===== config.mk =====
export PLATFORM = sky130hd
export DESIGN_NAME = rvsteel_button_conditioner
export DESIGN_NICKNAME = d
export VERILOG_FILES = /design/src/rtl/rvsteel_button_pkg.sv /design/src/rtl/rvsteel_debounce_channel.sv /design/src/rtl/rvsteel_button_conditioner.sv
export SDC_FILE = /design/constraint.sdc
export NUM_CORES = 1
export LEC_CHECK = 0
export ABC_AREA = 1
export CORE_MARGIN = 2
export CORE_UTILIZATION = 40
export CTS_CLUSTER_DIAMETER = 60
export DETAILED_ROUTE_END_ITERATION = 7
export GPL_TIMING_DRIVEN = 0
export PLACE_DENSITY = 0.63
export REMOVE_ABC_BUFFERS = 1
export SKIP_CTS_REPAIR_TIMING = 1
export SLEW_MARGIN = 30
export SYNTH_ARGS = -nofsm -noshare
export SYNTH_HDL_FRONTEND = slang
export SYNTH_SLANG_ARGS = --single-unit

===== constraint.sdc =====
create_clock -name clock -period 1.6 [get_ports clock]
set_input_delay 0.16 -clock clock [delete_from_list [all_inputs] [get_ports clock]]
set_output_delay 0.16 -clock clock [all_outputs]
set_load 0.02 [all_outputs]

===== src/rtl/rvsteel_button_pkg.sv =====
// Shared types and elaboration helpers for the rvsteel button conditioner.
// Holds the debounce channel state encoding and the functions that derive the
// debounce cycle count and counter width from the clock frequency and the
// required stable time.
package rvsteel_button_pkg;

    // Debounce channel states: STABLE while the synchronised input matches the
    // debounced level, CHANGING while a candidate new level is being timed.
    typedef enum logic {
        STABLE   = 1'b0,
        CHANGING = 1'b1
    } debounce_state_e;

    // Number of clock cycles the synchronised input must differ from the
    // current level before the level flips.
    function automatic int debounce_cycles(input int clock_frequency,
                                           input int debounce_time_us);
        return clock_frequency / 1000000 * debounce_time_us;
    endfunction

    // Width of a counter that can hold 0..cycles without wrapping.
    function automatic int debounce_counter_width(input int cycles);
        return $clog2(cycles + 1);
    endfunction

endpackage


===== src/rtl/rvsteel_debounce_channel.sv =====
// One button channel: 2-flop synchroniser, cycle-counted stability filter and
// rising-edge press detector. The filter FSM is STABLE/CHANGING; a change is
// accepted only after the synchronised input has differed from the level on
// DEBOUNCE_CYCLES consecutive edges, and any bounce back restarts the timing.
module rvsteel_debounce_channel
    import rvsteel_button_pkg::*;
#(
    parameter int DEBOUNCE_CYCLES = 1
) (
    input  logic clock,
    input  logic reset,
    input  logic button,
    output logic level,
    output logic pressed
);

    localparam int                CNT_W     = debounce_counter_width(DEBOUNCE_CYCLES);
    localparam logic [CNT_W-1:0]  CNT_LAST  = CNT_W'(DEBOUNCE_CYCLES - 1);
    localparam logic [CNT_W-1:0]  CNT_STEP  = CNT_W'(1);

    logic             sync_meta;
    logic             sync;
    debounce_state_e  state;
    debounce_state_e  state_next;
    logic [CNT_W-1:0] count;
    logic [CNT_W-1:0] count_next;
    logic             level_next;
    logic             level_d;

    // State register: synchroniser, FSM state, counter and level history.
    always_ff @(posedge clock or negedge reset) begin
        if (!reset) begin
            sync_meta <= 1'b0;
            sync      <= 1'b0;
            state     <= STABLE;
            count     <= '0;
            level     <= 1'b0;
            level_d   <= 1'b0;
        end else begin
            sync_meta <= button;
            sync      <= sync_meta;
            state     <= state_next;
            count     <= count_next;
            level     <= level_next;
            level_d   <= level;
        end
    end

    // Next-state logic: the entry edge counts as the first differing cycle, so
    // the level flips on the DEBOUNCE_CYCLES-th consecutive differing edge.
    always_comb begin
        state_next = state;
        count_next = count;
        level_next = level;
        case (state)
            STABLE: begin
                count_next = '0;
                if (sync != level) begin
                    if (CNT_LAST == '0) begin
                        // A single differing cycle is already enough.
                        level_next = sync;
                    end else begin
                        state_next = CHANGING;
                        count_next = CNT_STEP;
                    end
                end
            end
            CHANGING: begin
                if (sync == level) begin
                    // Bounce: discard the candidate change.
                    state_next = STABLE;
                    count_next = '0;
                end else if (count == CNT_LAST) begin
                    level_next = sync;
                    state_next = STABLE;
                    count_next = '0;
                end else begin
                    count_next = count + CNT_STEP;
                end
            end
        endcase
    end

    // Output logic: one-cycle pulse on a debounced rising edge only.
    always_comb begin
        pressed = level & ~level_d;
    end

endmodule


===== src/rtl/rvsteel_button_conditioner.sv =====
// Board-level button conditioner feeding rvsteel_mcu reset/halt.
// Two independent debounce channels (reset and halt buttons), a reset
// stretcher that keeps mcu_reset asserted for RESET_HOLD_CYCLES edges after the
// debounced reset level drops (and after block reset), and the halt output.
// Optional feature macro: BUTTON_CONDITIONER_HALT_TOGGLE_EN -- when defined,
// mcu_halt toggles on each halt press; otherwise it follows the held button.
module rvsteel_button_conditioner
    import rvsteel_button_pkg::*;
#(
    parameter int CLOCK_FREQUENCY   = 12000000,
    parameter int DEBOUNCE_TIME_US  = 10000,
    parameter int RESET_HOLD_CYCLES = 16
) (
    input  logic clock,
    input  logic reset,
    input  logic reset_button,
    input  logic halt_button,
    output logic mcu_reset,
    output logic mcu_halt,
    output logic reset_pressed,
    output logic halt_pressed
);

    localparam int                DEBOUNCE_CYCLES = debounce_cycles(CLOCK_FREQUENCY, DEBOUNCE_TIME_US);
    localparam int                HOLD_W          = $clog2(RESET_HOLD_CYCLES + 1);
    localparam logic [HOLD_W-1:0] HOLD_LOAD       = HOLD_W'(RESET_HOLD_CYCLES);
    localparam logic [HOLD_W-1:0] HOLD_STEP       = HOLD_W'(1);

    generate
        if (DEBOUNCE_CYCLES < 1) begin : g_bad_debounce
            $error("rvsteel_button_conditioner: DEBOUNCE_CYCLES must be at least 1");
        end
        if (RESET_HOLD_CYCLES < 1) begin : g_bad_hold
            $error("rvsteel_button_conditioner: RESET_HOLD_CYCLES must be at least 1");
        end
    endgenerate

    logic              reset_level;
    logic              halt_level;
    logic [HOLD_W-1:0] hold_count;

    rvsteel_debounce_channel #(
        .DEBOUNCE_CYCLES (DEBOUNCE_CYCLES)
    ) u_reset_channel (
        .clock   (clock),
        .reset   (reset),
        .button  (reset_button),
        .level   (reset_level),
        .pressed (reset_pressed)
    );

    rvsteel_debounce_channel #(
        .DEBOUNCE_CYCLES (DEBOUNCE_CYCLES)
    ) u_halt_channel (
        .clock   (clock),
        .reset   (reset),
        .button  (halt_button),
        .level   (halt_level),
        .pressed (halt_pressed)
    );

    // Reset stretcher: reload while the button is held, then count down to 0.
    // Block reset preloads it so the MCU sees a full-width reset at power-up.
    always_ff @(posedge clock or negedge reset) begin
        if (!reset) begin
            hold_count <= HOLD_LOAD;
        end else if (reset_level) begin
            hold_count <= HOLD_LOAD;
        end else if (hold_count != '0) begin
            hold_count <= hold_count - HOLD_STEP;
        end
    end

    assign mcu_reset = reset_level | (hold_count != '0);

`ifdef BUTTON_CONDITIONER_HALT_TOGGLE_EN
    logic halt_state;

    // Halt toggle: each debounced press flips between running and halted.
    always_ff @(posedge clock or negedge reset) begin
        if (!reset) begin
            halt_state <= 1'b0;
        end else if (halt_pressed) begin
            halt_state <= ~halt_state;
        end
    end

    assign mcu_halt = halt_state;
`else
    assign mcu_halt = halt_level;
`endif

endmodule


## After elaboration in Yosys (flattened, before gate mapping)

Cells that the tools add are included.

- Output and inout bits: 4
- Memories kept: 0
- Register bits after elaboration: 49
- Bits in read-only memories: 0
- Bits in writable memories: 0
- Latch bits: 0

- Bitwise gates (word level): 9
- Reduce and logical (&&, ||, !) cells: 4
- Magnitude comparators: 0
- Divide/modulo/power cells: 0
- Multipliers: 0
- Eq/ne operators: 6
- $add $sub $neg: 3
- Shift operators: 0
- Multiplexer cells: 18

Operators by type and width:

| kind | count |
|---|---|
| 17-bit two-way mux | 4 |
| 17-bit one-hot mux with 2 select lines | 2 |
| 17-bit by 1-bit adder with 17-bit output (second input constant) | 2 |
| 17-bit equality test (second input constant) | 2 |
| 5-bit two-way mux | 2 |
| 1-bit two-way mux | 8 |
| 1-bit inverter | 6 |
| 3-bit AND reduction | 2 |
| 5-bit nonzero test | 1 |
| 5-bit by 1-bit subtractor with 5-bit output (second input constant) | 1 |
| 1-bit one-hot mux with 2 select lines | 2 |
| 1-bit AND | 2 |
| 1-bit equality test | 2 |
| 1-bit != test | 2 |
| 2-bit nonzero test | 1 |
| 1-bit OR | 1 |

## Logic depth before layout (Yosys ltp)

Gate-level depths: netlist of the first run.

- Depth after elaboration: 4
- Mapped depth: 8
- Depth with buffers taken out: 8

## Hierarchy

A second synthesis of the first run with hierarchy kept.

- Cell total of the unflattened synthesis: 305
- Area, all modules: 2544.9 µm²

By module, submodules not included:

| module | sequential area each (µm²) | area each (µm²) | cells an instance | times used |
|---|---|---|---|---|
| rvsteel_debounce_channel | 550.5 | 1139.8 | 136 | 2 |
| rvsteel_button_conditioner | 126.4 | 265.3 | 33 | 1 |

## Worst setup path after synthesis of the first run

OpenSTA, ideal clock, no wires.

- Path kind: register to register
- From: reg u_reset_channel.count[0]
- To: reg u_reset_channel.count[13]
- Data arrival time: 1.180 ns
- Data required time: 1.484 ns
- Slack: 0.304 ns
- Period minus slack after synthesis: 1.296 ns
- Path buffers: 1
- Stages on the path, launching flop included: 8
- Cells stage by stage: dfrtp_1 -> ha_1 -> nand2_1 -> nor2_1 -> nand3_2 -> nand2_4 -> buf_12 -> nor2_4

- Cells in the longest elaborated chain, start to end: 4
- Elaborated cells between the ends (all ways): 5
- Those cells by class: add/sub: 1; eq/ne: 1; mux: 3

RTL lines:

| item | line | text |
|---|---|---|
| from (decl) | rvsteel_debounce_channel.sv:25 | `logic [CNT_W-1:0] count;` |
| from (signal assigned) | rvsteel_debounce_channel.sv:43 | `count <= count_next;` |
| 17-bit by 1-bit adder with 17-bit output or 17-bit equality test (tied branches) | rvsteel_debounce_channel.sv:78, rvsteel_debounce_channel.sv:73 |  |
| 17-bit two-way mux (*) | rvsteel_debounce_channel.sv:73 | `end else if (count == CNT_LAST) begin` |
| 17-bit two-way mux (*) | rvsteel_debounce_channel.sv:69 | `if (sync == level) begin` |
| 17-bit one-hot mux with 2 select lines (*) | rvsteel_debounce_channel.sv:55 | `case (state)` |
| via u_reset_channel.count_next[13] | rvsteel_debounce_channel.sv:26 | `logic [CNT_W-1:0] count_next;` |

The timed path passes the listed nets; every way through them passes the cells marked *.
A chain may end at the register's enable or synchronous reset.

## Worst setup path after layout of the first run

- From: reg hold_count[1]
- To: out mcu_reset

- Cells in the longest elaborated chain, start to end: 2

RTL lines:

| item | line | text |
|---|---|---|
| from (decl) | rvsteel_button_conditioner.sv:40 | `logic [HOLD_W-1:0] hold_count;` |
| from (signal assigned) | rvsteel_button_conditioner.sv:70 | `hold_count <= hold_count - HOLD_STEP;` |
| 5-bit nonzero test | rvsteel_button_conditioner.sv:74 | `assign mcu_reset = reset_level \| (hold_count != '0);` |
| 1-bit OR | rvsteel_button_conditioner.sv:74 |  |
| to (decl) | rvsteel_button_conditioner.sv:18 | `output logic mcu_reset,` |

Every way passes these cells.

==> metrics.md, run 1 <==
| Metric | Value |
|---|---|
| CP required | about 1.4 ns |
| Routed WL | 4420 um |
| Input/output buffers | 7 |
| # nets final | between 300 and 400 |
| Starting Density | around two fifths |
| Largest net degree at the start of global routing | 50 |
| Antenna diodes | 0 |
| Cts bufs inserted | 5 |
| Final Max Slew Viols | 0 |
| FMAX | approximately 0.65 GHz |
| RSZ-0062 raised after global routing | true |
| Max Fanout on Critical Path | 3 |
| First-pass DRT Iterations | 4 |
| CP Capture Type | output port |
| Core area | 0.00624 mm2 |
| Worst reg2reg endpoint | u_halt_channel.count[7]$_DFF_PN0_ |
| Root Driver | clkbuf_8 |
| Hold Crit Endpoint | u_halt_channel.sync_meta$_DFF_PN0_ |
| Least-Margin Pin Slew | 0.614 ns |
| Hold Crit Class | input pin to flop |
| Max-cap violations | 0 |
| Layout-stage area growth over the synthesis result | 9.76% |
| # rows | 29 |
| Reg-to-Reg Start | u_halt_channel.count[0]$_DFF_PN0_ |
| Cells after synthesis | between 300 and 400 |
| Cell taking the most area after synthesis | dfrtp_1 |
| Leak Pwr | 0.00122 uW |
| R2R Setup Slk | roughly 0.16 ns |
| Io pins | 8 |
| Mapped cell area | 0.00255 mm2 |
| Critical path cell sequence | inv_1 -> ha_2 -> nand2_1 -> nor2_2 -> nand2_1 -> buf_2 |
| Routed len/inst | roughly 11 um |
| Initial DRC Count | 70 |
| Post-route ant nets | 0 |
| Detail Placement HPWL | between 3000 and 4000 um |
| Clock-pin slew on the worst setup and hold paths | ~0.10 ns |
| Power Dens Cells | between 700 and 800 mW/mm2 |
| Die height | 83.9 um |
| Vias/cell | roughly 4.7 |
| Initial antenna violation count | 0 |
| Clock tree buffer depth | 2 |
| CP max-delay cell | dfrtp_1 |
| Worst-Skew Late Latency | about 0.3 ns |
| Kind of cell adding the most delay to the critical path | flip-flops |
| Layout cells sized above 1 | between 10% and 20% |
| Post-synth EDFFs | 0 |
| Cell mode on critical path | nand2_1 |
| Final core utilization | roughly 45% |
| Tmin final | approximately 1.5 ns |
| Share of the synthesized area in the top cell type | a little under half |
| Adder-Cell Fraction of Synth Area | 1.47% |
| Number of global-route vias before repair | roughly 2000 |
| Worst path arrival time | around 1.4 ns |
| WS Path Type | flop to output port |
| Routability congestion estimate | 0.844 |
| Post-Synth Simple-Gate Area | a little over a third |
| Fin area | approximately 0.0028 mm2 |
| # DRC | 0 |
| Area contributors post-synth | dfrtp_1 47%, nand2_1 10%, nor2_1 9.9% |
| H-tree depth | 2 |
| XOR/XNOR Fraction of Synth Area | 7.55% |
| Grt ovf | 0 |
| Startpoint types | flop |
| Post-synthesis mux area share | 0% |
| Synth Area in Compound Gates | under 10% |
| Worst path bufs/invs | 2 |
| Worst Hold Depth | 1 |
| FFs w/ async S/R, synth | 100% |
| Placed instance area | between 0.002 and 0.003 mm2 |
| Rel. slew slack | about three fifths |
| First-pass GRT wire length | about 8000 um |
| TritonCTS clock tree | built |
| Routed via count | 1880 |
| TritonCTS Sinks | 49 |
| GR Util All Layers | ~14% |
| Die X | 83.9 um |
| Worst hold start | halt_button |
| Max VDD drop | about 480 uV |
| Synth Warn # | 0 |
| Slowest stage delay, CP | 0.37 ns |
| Final setup viols | 0 |
| Die ar. | 0.00703 mm2 |
| Main combinational cell family by area after synthesis | simple AND/OR/NAND/NOR gates |
| Status | completed |
| Post-synthesis cell type count | 26 |
| Seq/Total Area, Yosys | around half |
| Ys flop type | dfrtp_1 |
| Final Skew | approximately 0.011 ns |
| FF-to-FF path depth | 6 |
| Synthesized flop and latch total | between 40 and 50 |
| Synth Area per Inst | around 8.2 um2 |
| Final hold vios | 0 |
| Final cycle utilization of the critical path | slightly below 100% |
==> state kept, by name (all words and copies together) (netlist names) <==
| signal | cells |
|---|---|
| u_halt_channel.state | 1 |
| hold_count | 5 |
| u_halt_channel.level_d | 1 |
| u_reset_channel.sync | 1 |
| u_reset_channel.level_d | 1 |
| u_reset_channel.state | 1 |
| u_reset_channel.level | 1 |
| u_halt_channel.count | 17 |
| u_halt_channel.sync_meta | 1 |
| u_halt_channel.level | 1 |
| u_reset_channel.sync_meta | 1 |
| u_halt_channel.sync | 1 |
| u_reset_channel.count | 17 |
==> layout by cell type, fill, tap and decap left out, types with 2 or more instances in the layout <==
master            n
nand2_1          70
nor2_1           64
dfrtp_1          47
inv_1            30
nand3_1          22
xor2_1           18
nor2_2           11
nand4_1           7
o21ai_0           7
nor2_4            6
clkbuf_8          5
xnor2_1           4
clkdlybuf4s50_1   3
and2_1            2
nand2_2           2
nand3_2           2
nand3b_1          2
a21oi_1           2
nor3_1            2
ha_1              2
dlymetal6s2s_1    2
==> where the power goes <==
part,internal [uW],switching (uW)
sequential,1250,11.1
combinational,22.8,56.4
clock,313,427
total,1590,494
==> metrics by stage <==
stage | cells | power (uW) | TNS [ns] | worst slack (ns) | hold WS, ns
floorplan | 309 | 1320 | 0 | 0.291 | -0.136
global placement | 393 | 1360 | -51.12 | -1.06 | 0.335
detailed placement | 393 | 1370 | -0.0263 | -0.0263 | 0.224
CTS | 401 | 2110 | -0.577 | -0.368 | -0.113
global route | 402 | 2170 | -0.0568 | -0.0568 | 0.279
finish | 402 | 2080 | 0 | 0.0622 | 0.295
==> cells in the mapped netlist, types with 2 or more instances <==
library cell / n
nand4_1: 7
nor2_1: 67
nand3_2: 2
nand2_1: 70
nor3_1: 2
xor2_1: 18
a21oi_1: 2
o21ai_0: 7
nor2_4: 6
nand2_2: 2
nand3_1: 22
nand3b_1: 2
xnor2_1: 4
dfrtp_1: 48
ha_1: 3
and2_1: 2
nor2_2: 8
inv_1: 31
==> metal layers <==
metal  vias to the layer above  part of all wire, %  global-route usage (%)  routed length (um)
met5                         -                    0                       0                   0
met3                         5                  2.1                    2.77                  92
met1                       868                   46                    17.5                2040
met2                        15                   51                    25.1                2250
li1                        992                    -                       -                   -
met4                         0                 0.91                    4.11                  40
==> logic make-up after synthesis <==
| family | count (synthesis) |
|---|---|
| XOR/XNOR | 22 |
| flip-flops | 49 |
| buffers and inverters | 33 |
| AO/OA/AOI/OAI | 10 |
| adder cells (fa/ha/maj) | 3 |
| AND/OR/NAND/NOR | 194 |
==> cell type report <==
class | count | area (um2)
Sequential cell | 49 | 1230
Tap cell | 77 | 96.3
Clock inverter | 2 | 13.8
Fill cell | 629 | 3440
Timing Repair Buffer | 8 | 77.6
Clock buffer | 6 | 72.6
Multi-Input combinational cell | 229 | 1190
Inverter | 31 | 116
==> how the worst max path moves through the flow <==
stage,start,end,slack (ns),cells past startpoint
after detailed placement,hold_count[0]$_DFFE_PN0P_,mcu_reset,-0.03,6
after global routing,hold_count[1]$_DFFE_PN0P_,mcu_reset,-0.06,6
after floorplan,u_reset_channel.count[0]$_DFF_PN0_,u_reset_channel.count[10]$_DFF_PN0_,0.29,6
after CTS,hold_count[0]$_DFFE_PN0P_,mcu_reset,-0.37,6
after global placement,reset,u_reset_channel.count[8]$_DFF_PN0_,-1.06,1
final,hold_count[1]$_DFFE_PN0P_,mcu_reset,0.06,6
(Power assumes the default switching activity.)
==> run 2: changes to the inputs <==
Clock period 1.6 ns to 1.5 ns, I/O delays scaled along.
==> metrics.md, run 2 (synthesis gave the netlist of run 1 again) <==
| Metric | Value |
|---|---|
| Status | complete, but fails checks |
| Violated checks | negative setup slack |
| Clk network pwr share | between 30% and 40% |
| Register Area | 0.00123 mm2 |
| Routability congestion estimate | between 0.8 and 0.9 |
| PnR worst setup slack | -0.0272 ns |
| Largest net degree at the start of global routing | 50 |
| Max-cap violations | 0 |
| Startpoint types | flop |
| Power Dens Cells | 767 mW/mm2 |
| TritonCTS Sinks | just under 50 |
| Initial DRC Count | 92 |
| Final Max Slew Viols | 0 |
| Post-route ant nets | 0 |
| Least-Margin Pin Slew | just over 0.6 ns |
| Hold Crit Class | input pin to flop |
| Switching share of power | between 20% and 30% |
| Sw power | between 500 and 600 uW |
| Routed len/inst | between 10 and 15 um |
| Critical path cell sequence | inv_1 -> ha_2 -> nand2_1 -> nor2_2 -> nand2_1 -> buf_2 |
| Die ar. | between 0.007 and 0.008 mm2 |
| Antenna diodes | 0 |
| Routed WL | between 4000 and 5000 um |
| Layout cells sized above 1 | between 15 and 20% |
| Tmin final | ~1.5 ns |
| Worst Hold Depth | 1 |
| Max VDD drop | between 500 and 600 uV |
| Most common cell after layout, fill and taps aside | nand2_1 |
| Worst-Skew Late Latency | around 0.30 ns |
| TritonCTS clock tree | built |
| Die X | between 80 and 90 um |
| Slowest stage delay, CP | about 0.37 ns |
| Max Fanout on Critical Path | 3 |
| Worst reg2reg endpoint | u_halt_channel.count[13]$_DFF_PN0_ |
| Io pins | 8 |
| Final cycle utilization of the critical path | 102% |
| Clock-pin slew on the worst setup and hold paths | 0.10 ns |
| Place WS | -0.116 ns |
| Most frequent cells in the layout | 70 x nand2_1, 62 x nor2_1, 47 x dfrtp_1, 30 x inv_1, 20 x nand3_1 |
| Worst path arrival time | between 1 and 1.5 ns |
| Grt ovf | 0 |
| Overall Power | 2240 uW |
| Worst hold start | reset_button |
| Largest registers | u_halt_channel.count x17, u_reset_channel.count x17, hold_count x5 |
| Detail Placement HPWL | a little over 3000 um |
| # nets final | approximately 340 |
| Final core utilization | 46.8% |
| Die height | roughly 84 um |
| Number of global-route vias before repair | approximately 2000 |
| Root Driver | clkbuf_8 |
| Cts bufs inserted | 5 |
| Int Pwr | approximately 1700 uW |
| Vias/cell | approximately 4.8 |
| Final Skew | between 0.006 and 0.007 ns |
| Rel. slew slack | 58.5% |
| WS Path Type | flop to output port |
| First-pass DRT Iterations | 4 |
| Final hold vios | 0 |
| Reg power frac | approximately three fifths |
| FF-to-FF path depth | 7 |
| Leak Pwr | 0.00126 uW |
| Clock tree buffer depth | 2 |
| Starting Density | about two fifths |
| CP required | about 1.4 ns |
| Kind of cell adding the most delay to the critical path | flip-flops |
| Hold Crit Endpoint | u_reset_channel.sync_meta$_DFF_PN0_ |
| H-tree depth | 2 |
| Worst path bufs/invs | 2 |
| Layout-stage area growth over the synthesis result | 14.5% |
| Core area | 0.00624 mm2 |
| Routed via count | ~1900 |
| Cell mode on critical path | nand2_1 |
| Final setup viols | 1 |
| Area of the multi-input gates | approximately 0.0013 mm2 |
| Initial antenna violation count | 0 |
| Fill count | ~600 |
| Input/output buffers | 7 |
| # DRC | 0 |
| RSZ-0062 raised after global routing | true |
| CP max-delay cell | dfrtp_1 |
| # rows | 29 |
| GR Util All Layers | 14.2% |
| CP Capture Type | output port |
| Combinational power share | under 10% |
| FMAX | 0.655 GHz |
| R2R Setup Slk | 0.10 ns |
| Reg-to-Reg Start | u_halt_channel.count[0]$_DFF_PN0_ |
| First-pass GRT wire length | just over 8000 um |
-- run 2: cell types whose count changed in the layout (fill, tap and decap cells not counted), moves of 2 or more --
| cell | previous run | this run |
|---|---|---|
| ha_1 | 2 | 0 |
| nand3_1 | 22 | 20 |
| nor2_1 | 64 | 62 |
| ha_2 | 1 | 3 |
| nand2_4 | 0 | 2 |
| buf_4 | 1 | 5 |
| nor2_4 | 6 | 9 |
-- run 2: metrics by stage --
| step | setup TNS [ns] | cell area (um2) | hold slack [ns] | instances |
|---|---|---|---|---|
| 3_5_place_dp | -0.123 | 2680 | 0.214 | 393 |
| 3_3_place_gp | -55.62 | 2690 | 0.335 | 393 |
| 4_1_cts | -0.974 | 2770 | -0.123 | 401 |
| 2_1_floorplan | 0 | 2520 | -0.146 | 309 |
| 5_1_grt | -0.267 | 2920 | 0.269 | 408 |
| 6_report | -0.0272 | 2920 | 0.287 | 408 |
-- run 2: layout make-up --
| type | count | area share (%) |
|---|---|---|
| Multi-Input combinational cell | 231 | 43.9 |
| Clock buffer | 6 | 2.48 |
| Inverter | 31 | 3.98 |
| Timing Repair Buffer | 12 | 3.77 |
| Clock inverter | 2 | 0.471 |
| Sequential cell | 49 | 42.1 |
| Tap cell | 77 | 3.30 |
-- run 2: routing by layer --
metal / vias up / part of all wire [%] / global-route usage [%] / wire length (um)
li1: 1007 / - / - / -
met1: 914 / 46 / 17.5 / 2170
met2: 18 / 51 / 25.1 / 2450
met3: 4 / 2.3 / 2.77 / 108
met4: 0 / 0.71 / 4.11 / 34
met5: - / 0 / 0 / 0
-- run 2: worst max path at each step --
stage | from | endpoint | slack [ns] | depth (start not counted)
after global routing | hold_count[1]$_DFFE_PN0P_ | mcu_reset | -0.15 | 6
after detailed placement | hold_count[0]$_DFFE_PN0P_ | mcu_reset | -0.12 | 6
after floorplan | u_reset_channel.count[0]$_DFF_PN0_ | u_reset_channel.count[10]$_DFF_PN0_ | 0.19 | 6
final | hold_count[1]$_DFFE_PN0P_ | mcu_reset | -0.03 | 6
after global placement | reset | u_reset_channel.count[8]$_DFF_PN0_ | -1.15 | 1
after CTS | hold_count[0]$_DFFE_PN0P_ | mcu_reset | -0.46 | 6
-- run 2: power by group through the flow --
stage	sequential, uW	clock [uW]	combinational [uW]
after floorplan	1370	0	40.5
after global placement	1370	0	82.6
after detailed placement	1370	0	83.9
after CTS	1350	823	84.3
after global routing	1350	867	117
final	1350	793	101
